<file path="src/rtl/mul_pkg.sv">
// rtl/mul_pkg.sv - shared width, state and counter definitions for the sequential multiplier
package mul_pkg;

    localparam int MUL_WIDTH = 32;

    typedef enum logic [1:0] {
        IDLE = 2'd0,
        RUN  = 2'd1,
        DONE = 2'd2
    } mul_state_e;

    function automatic int mul_cnt_width(input int width);
        return $clog2(width) + 1;
    endfunction

    localparam int MUL_CNT_W = mul_cnt_width(MUL_WIDTH);

endpackage

</file>
<file path="src/rtl/booth_step.sv">
// rtl/booth_step.sv - one combinational radix-2 Booth add/subtract and arithmetic shift
module booth_step
    import mul_pkg::*;
#(
    parameter int WIDTH = MUL_WIDTH
) (
    input  logic [WIDTH:0]   a_in,
    input  logic [WIDTH-1:0] q_in,
    input  logic             q_m1_in,
    input  logic [WIDTH:0]   m_in,
    output logic [WIDTH:0]   a_out,
    output logic [WIDTH-1:0] q_out,
    output logic             q_m1_out
);

    logic [WIDTH:0] sum;

    // Recode {Q[0], q_-1}, then shift {A, Q, q_-1} right one place keeping A's sign
    always_comb begin
        sum = a_in;
        case ({q_in[0], q_m1_in})
            2'b01:   sum = a_in + m_in;
            2'b10:   sum = a_in - m_in;
            default: sum = a_in;
        endcase
        a_out    = {sum[WIDTH], sum[WIDTH:1]};
        q_out    = {sum[0], q_in[WIDTH-1:1]};
        q_m1_out = q_in[0];
    end

endmodule

</file>
<file path="src/rtl/multiplier.sv">
// rtl/multiplier.sv - sequential signed WIDTH x WIDTH Booth multiplier with overflow flag
module multiplier
    import mul_pkg::*;
#(
    parameter int WIDTH = MUL_WIDTH
) (
    input  logic             clk,
    input  logic             rst_n,
    input  logic             start,
    input  logic [WIDTH-1:0] In1,
    input  logic [WIDTH-1:0] In2,
    output logic             ready,
    output logic             done,
    output logic [WIDTH-1:0] Out,
    output logic             Overflow
);

    localparam int CNT_W = mul_cnt_width(WIDTH);
    localparam logic [CNT_W-1:0] LAST_STEP = CNT_W'(WIDTH - 1);

    mul_state_e       state_q, state_d;
    logic [CNT_W-1:0] cnt_q, cnt_d;
    logic [WIDTH:0]   m_q, m_d;
    logic [WIDTH:0]   a_q, a_d;
    logic [WIDTH-1:0] q_q, q_d;
    logic             q_m1_q, q_m1_d;
    logic [WIDTH-1:0] out_q, out_d;
    logic             ovf_q, ovf_d;
    logic             done_q, done_d;
    logic             ready_q, ready_d;

    logic [WIDTH:0]   a_nxt;
    logic [WIDTH-1:0] q_nxt;
    logic             q_m1_nxt;
    logic [WIDTH+1:0] prod_top;

    booth_step #(.WIDTH(WIDTH)) u_booth_step (
        .a_in     (a_q),
        .q_in     (q_q),
        .q_m1_in  (q_m1_q),
        .m_in     (m_q),
        .a_out    (a_nxt),
        .q_out    (q_nxt),
        .q_m1_out (q_m1_nxt)
    );

    // A[WIDTH] always matches A[WIDTH-1] once the product is complete, so it can join the sign check
    assign prod_top = {a_nxt, q_nxt[WIDTH-1]};

    // Next-state, operand capture, iteration and result update
    always_comb begin
        state_d = state_q;
        cnt_d   = cnt_q;
        m_d     = m_q;
        a_d     = a_q;
        q_d     = q_q;
        q_m1_d  = q_m1_q;
        out_d   = out_q;
        ovf_d   = ovf_q;
        done_d  = 1'b0;

        case (state_q)
            IDLE, DONE: begin
                if (start) begin
                    m_d     = {In1[WIDTH-1], In1};
                    q_d     = In2;
                    a_d     = '0;
                    q_m1_d  = 1'b0;
                    cnt_d   = '0;
                    state_d = RUN;
                end else begin
                    state_d = IDLE;
                end
            end
            RUN: begin
                a_d    = a_nxt;
                q_d    = q_nxt;
                q_m1_d = q_m1_nxt;
                cnt_d  = cnt_q + 1'b1;
                if (cnt_q == LAST_STEP) begin
                    out_d   = q_nxt;
                    ovf_d   = !((&prod_top) || !(|prod_top));
                    done_d  = 1'b1;
                    state_d = DONE;
                end
            end
            default: state_d = IDLE;
        endcase

        ready_d = (state_d != RUN);
    end

    // State, datapath and output registers
    always_ff @(posedge clk or negedge rst_n) begin
        if (!rst_n) begin
            state_q <= IDLE;
            cnt_q   <= '0;
            m_q     <= '0;
            a_q     <= '0;
            q_q     <= '0;
            q_m1_q  <= 1'b0;
            out_q   <= '0;
            ovf_q   <= 1'b0;
            done_q  <= 1'b0;
            ready_q <= 1'b1;
        end else begin
            state_q <= state_d;
            cnt_q   <= cnt_d;
            m_q     <= m_d;
            a_q     <= a_d;
            q_q     <= q_d;
            q_m1_q  <= q_m1_d;
            out_q   <= out_d;
            ovf_q   <= ovf_d;
            done_q  <= done_d;
            ready_q <= ready_d;
        end
    end

    assign ready    = ready_q;
    assign done     = done_q;
    assign Out      = out_q;
    assign Overflow = ovf_q;

endmodule

</file>
<file path="config.mk">
export PLATFORM = sky130hd
export DESIGN_NAME = multiplier
export DESIGN_NICKNAME = d
export VERILOG_FILES = /design/src/rtl/mul_pkg.sv /design/src/rtl/booth_step.sv /design/src/rtl/multiplier.sv
export SDC_FILE = /design/constraint.sdc
export NUM_CORES = 1
export LEC_CHECK = 0
export ABC_AREA = 1
export CAP_MARGIN = 20
export CORE_MARGIN = 2
export CORE_UTILIZATION = 50
export CTS_CLUSTER_DIAMETER = 150
export DETAILED_ROUTE_END_ITERATION = 8
export GPL_TIMING_DRIVEN = 0
export PLACE_DENSITY = 0.72
export SLEW_MARGIN = 10
export SYNTH_ARGS = -nofsm -noshare
export SYNTH_HDL_FRONTEND = slang
export SYNTH_SLANG_ARGS = --single-unit
</file>
<file path="constraint.sdc">
create_clock -name clk -period 6.8 [get_ports clk]
set_input_delay 1.02 -clock clk [delete_from_list [all_inputs] [get_ports clk]]
set_output_delay 1.02 -clock clk [all_outputs]
set_load 0.03 [all_outputs]
</file>
==> impl_metrics.json <==
{
  "number_of_maximum_capacitance_violations": 0,
  "detail_route.wl_per_cell_um": 15.52,
  "finalWorstSetupSlack_ns": 2.417,
  "post_synth_main_area_contributors": "dfrtp_1 (36%), nand2_1 (19%), inv_1 (9.5%), ha_1 (4.6%), nand3_1 (3.8%)",
  "synth_top_family_by_area": "simple AND/OR/NAND/NOR gates",
  "switching_share_pct": 49.61,
  "count_of_h_tree_levels_built_during_cts": 4,
  "net_count_of_the_mapped_netlist": 1502,
  "post_synth_and_or_nand_nor_area_fraction_pct": 33.11,
  "post_cts.resized_instances": 0,
  "period_share_pct": 64.46,
  "groute.usage.overall_pct": 28.02,
  "clock_tree_from_tritoncts": "built",
  "max_freq_ghz": 0.2281,
  "cts_made_buffers": 17,
  "yosysSeqAreaShare_pct": 36.72,
  "initial_utilization_pct": 51.02,
  "worst_ep_required_time_ns": 7.11,
  "syn-instance-count": 1399,
  "ys_ff_latch": 140,
  "nets": 1623,
  "layout_min_cycle_time_ns": 4.383,
  "finalHoldViolations": 0,
  "multi_input_area_um2": 4922,
  "max_slew_headroom_pct": 45.27,
  "worst_setup_path_start_kind": "flop",
  "async_flop_share_pct": 100.0,
  "synth-compound-area-share_pct": 10.83,
  "detail-route-antenna-nets": 0,
  "placement.setup.worst_slack_ns": 2.573,
  "post_synth.cell_area_avg_um2": 6.821,
  "antenna_found_initial": 0,
  "synth_most_common_cell": "nand2_1",
  "core_region_um2": 18710,
  "dieArea_um2": 20210,
  "dominantRegCellSynth": "dfrtp_1",
  "drt_drc_violations_left": 0,
  "dp_hpwl_um": 21450,
  "route.detailed.vias_per_inst": 5.217,
  "power.static_leakage_nw": 6.007,
  "cts.clk_slew.worst_paths_ns": 0.06,
  "post_route_cells_drive_above_1_share_pct": 7.567,
  "filler_cell_count": 1675,
  "vias_in_the_first_global_route": 8813,
  "cts_hold_buffers_added": 0,
  "status": "finished clean",
  "post_synth_fa_ha_maj_area_fraction_pct": 4.799,
  "dieWidth_um": 142.2,
  "floorplan.rows": 50,
  "final-seq-area_um2": 3505,
  "routed_wl_um": 27430,
  "critical_path.endpoint_type": "flop",
  "design_power_total_w": 0.005022,
  "clock-skew-final_ns": 0.01233,
  "maxSlewViolCount": 0,
  "first_iter_violations": 675,
  "yosys.area.top_type": "dfrtp_1",
  "place.port_buffers": 101,
  "area_delta_synth_final_pct": 20.02,
  "chipHeight_um": 142.2,
  "placed_cell_area_um2": 10880,
  "grt_pass1_wl_um": 44390,
  "overflow": 0,
  "gpl.final_weighted_congestion": 0.9301,
  "psw_w": 0.002492,
  "worst_pin_slew_ns": 0.8123,
  "setup-violations-final": 0,
  "antenna-diode-count": 0,
  "clk_latency_ns": 0.42,
  "i_o_pin_count": 102,
  "crit_path_kind": "flop to flop",
  "relative_contribution_of_combinational_cells_to_total_power_pct": 59.2,
  "share_clk_of_total_power_pct": 17.9,
  "critical_path_arrival_ns": 4.69,
  "yosys_warnings": 0,
  "clockBufferDepth": 2,
  "holdCritPathClass": "input pin to asynchronous set/reset pin",
  "synth_top_cells_by_count": "nand2_1 (480), inv_1 (241), dfrtp_1 (139), nor2_1 (94), nand3_1 (73)",
  "vdd_drop_max_v": 0.0002120,
  "post_synth_mux_area_share_pct": 0,
  "synth-xor-area-share_pct": 2.845,
  "postCtsSetupRepairBufs": 0,
  "clkSinkCount": 140,
  "ys_types": 43,
  "post_synthesis_instance_area_um2": 9543,
  "drt_pass1_iterations": 5,
  "rsz0062_at_grt": "false",
  "netlist.area_leader.share_pct": 36.45,
  "grt_start_max_net_pins": 103,
  "routed-via-count": 9219,
  "root_buffer": "clkbuf_16",
  "internal_power_w": 0.002531,
  "powerDensity_nw_per_um2": 438.5,
  "synth_enable_flop_cells": 0,
  "whs_ns": 0.4648,
  "path_max_fanout": 10,
  "sequentialPowerShare_pct": 22.9,
  "fin_area_um2": 11450
}
==> per-stage QoR <==
| stage | cells | util, % | TNS, ns |
|---|---|---|---|
| final | 1767 | 61.23 | 0 |
| after global routing | 1767 | 61.23 | 0 |
| after CTS | 1767 | 61.23 | 0 |
| after detailed placement | 1735 | 58.16 | 0 |
| after global placement | 1734 | 57.99 | -139.37 |
| after floorplan | 1399 | - | 0 |
==> final timing paths <==
| kind | cells after the start | startpoint | endpoint | slack, ns |
|---|---|---|---|---|
| max | 23 | q_m1_q | Overflow | 2.42 |
| min | 1 | rst_n | Out[9] | 0.46 |
| max reg2reg | 23 | q_m1_q | Overflow | 2.42 |
| min reg2reg | 2 | Out[11] | Out[11] | 0.49 |
| max in group asynchronous | 2 | rst_n | a_q[20] | 5.53 |
| min in group clk | 2 | Out[11] | Out[11] | 0.49 |
==> registers in the layout, indices dropped and copies added, names as in the netlist <==
signal,cells
Overflow,1
state_q,2
ready,1
a_q,32
cnt_q,6
m_q,32
q_m1_q,1
q_q,32
done,1
Out,32
==> power by group through the flow <==
| stage | Combinational, W | Clock, W | Sequential, W |
|---|---|---|---|
| 4_1_cts | 0.00293 | 0.000911 | 0.00115 |
| 3_5_place_dp | 0.00291 | 0 | 0.00116 |
| 6_report | 0.00297 | 0.000900 | 0.00115 |
| 2_1_floorplan | 0.00221 | 0 | 0.00113 |
| 5_1_grt | 0.00335 | 0.000949 | 0.00117 |
| 3_3_place_gp | 0.00285 | 0 | 0.00116 |
==> cells in the final DEF (no fill, tap or decap), types with 7 or more instances in the layout <==
cell type          n
nand2_1          480
inv_1            241
dfrtp_1          139
clkdlybuf4s50_1  100
nor2_1            94
nand3_1           73
o21ai_0           67
ha_1              35
o221ai_1          30
clkbuf_1          27
o22ai_1           25
a21oi_1           24
xor2_1            23
nand2_2           19
clkbuf_16         17
nand4_1           16
nand3_2           15
nor2_2            12
inv_2              9
xnor2_1            8
nor3_1             7
==> routing by layer <==
metal  routed length [um]  track usage [%]
met5                    0                0
met4                  599            8.947
met3                 1956            6.225
met2                12510            44.37
met1                12360            38.41
==> worst max-delay path, cell delays in order, from the launching register on <==
cell and delay (ns):
dfrtp_1 0.37, inv_1 0.07, ha_1 0.14, clkbuf_1 0.45, inv_1 0.29, nand2_2 0.16
o21a_4 0.16, o21ai_1 0.10, nor2_1 0.18, o21ai_1 0.12, xor2_1 0.17, ha_1 0.39
a21oi_1 0.33, o21ai_0 0.24, nor2_1 0.14, nand3_1 0.22, inv_1 0.12, nand2_1 0.08
nand3_1 0.07, nand2_1 0.05, nand2_1 0.09, nand4_1 0.16, nand3_1 0.12, nand2_1 0.05
==> kinds of logic (layout without fill, tap and decap cells) <==
| family | Yosys count | after routing |
|---|---|---|
| AO/OA/AOI/OAI | 167 | 167 |
| XOR/XNOR | 31 | 31 |
| adder cells (fa/ha/maj) | 36 | 36 |
| buffers and inverters | 292 | 426 |
| flip-flops | 140 | 140 |
| AND/OR/NAND/NOR | 733 | 733 |
==> layout make-up <==
type	count	share of cell area, %
plain buffers	39	1.453
flip-flops and latches	140	30.60
well taps	234	2.556
inverters	253	8.291
repair buffers	102	9.111
clock buffers	19	3.867
clock inverters	13	1.147
multi-input cells	967	42.98
(Power assumes the default switching activity.)
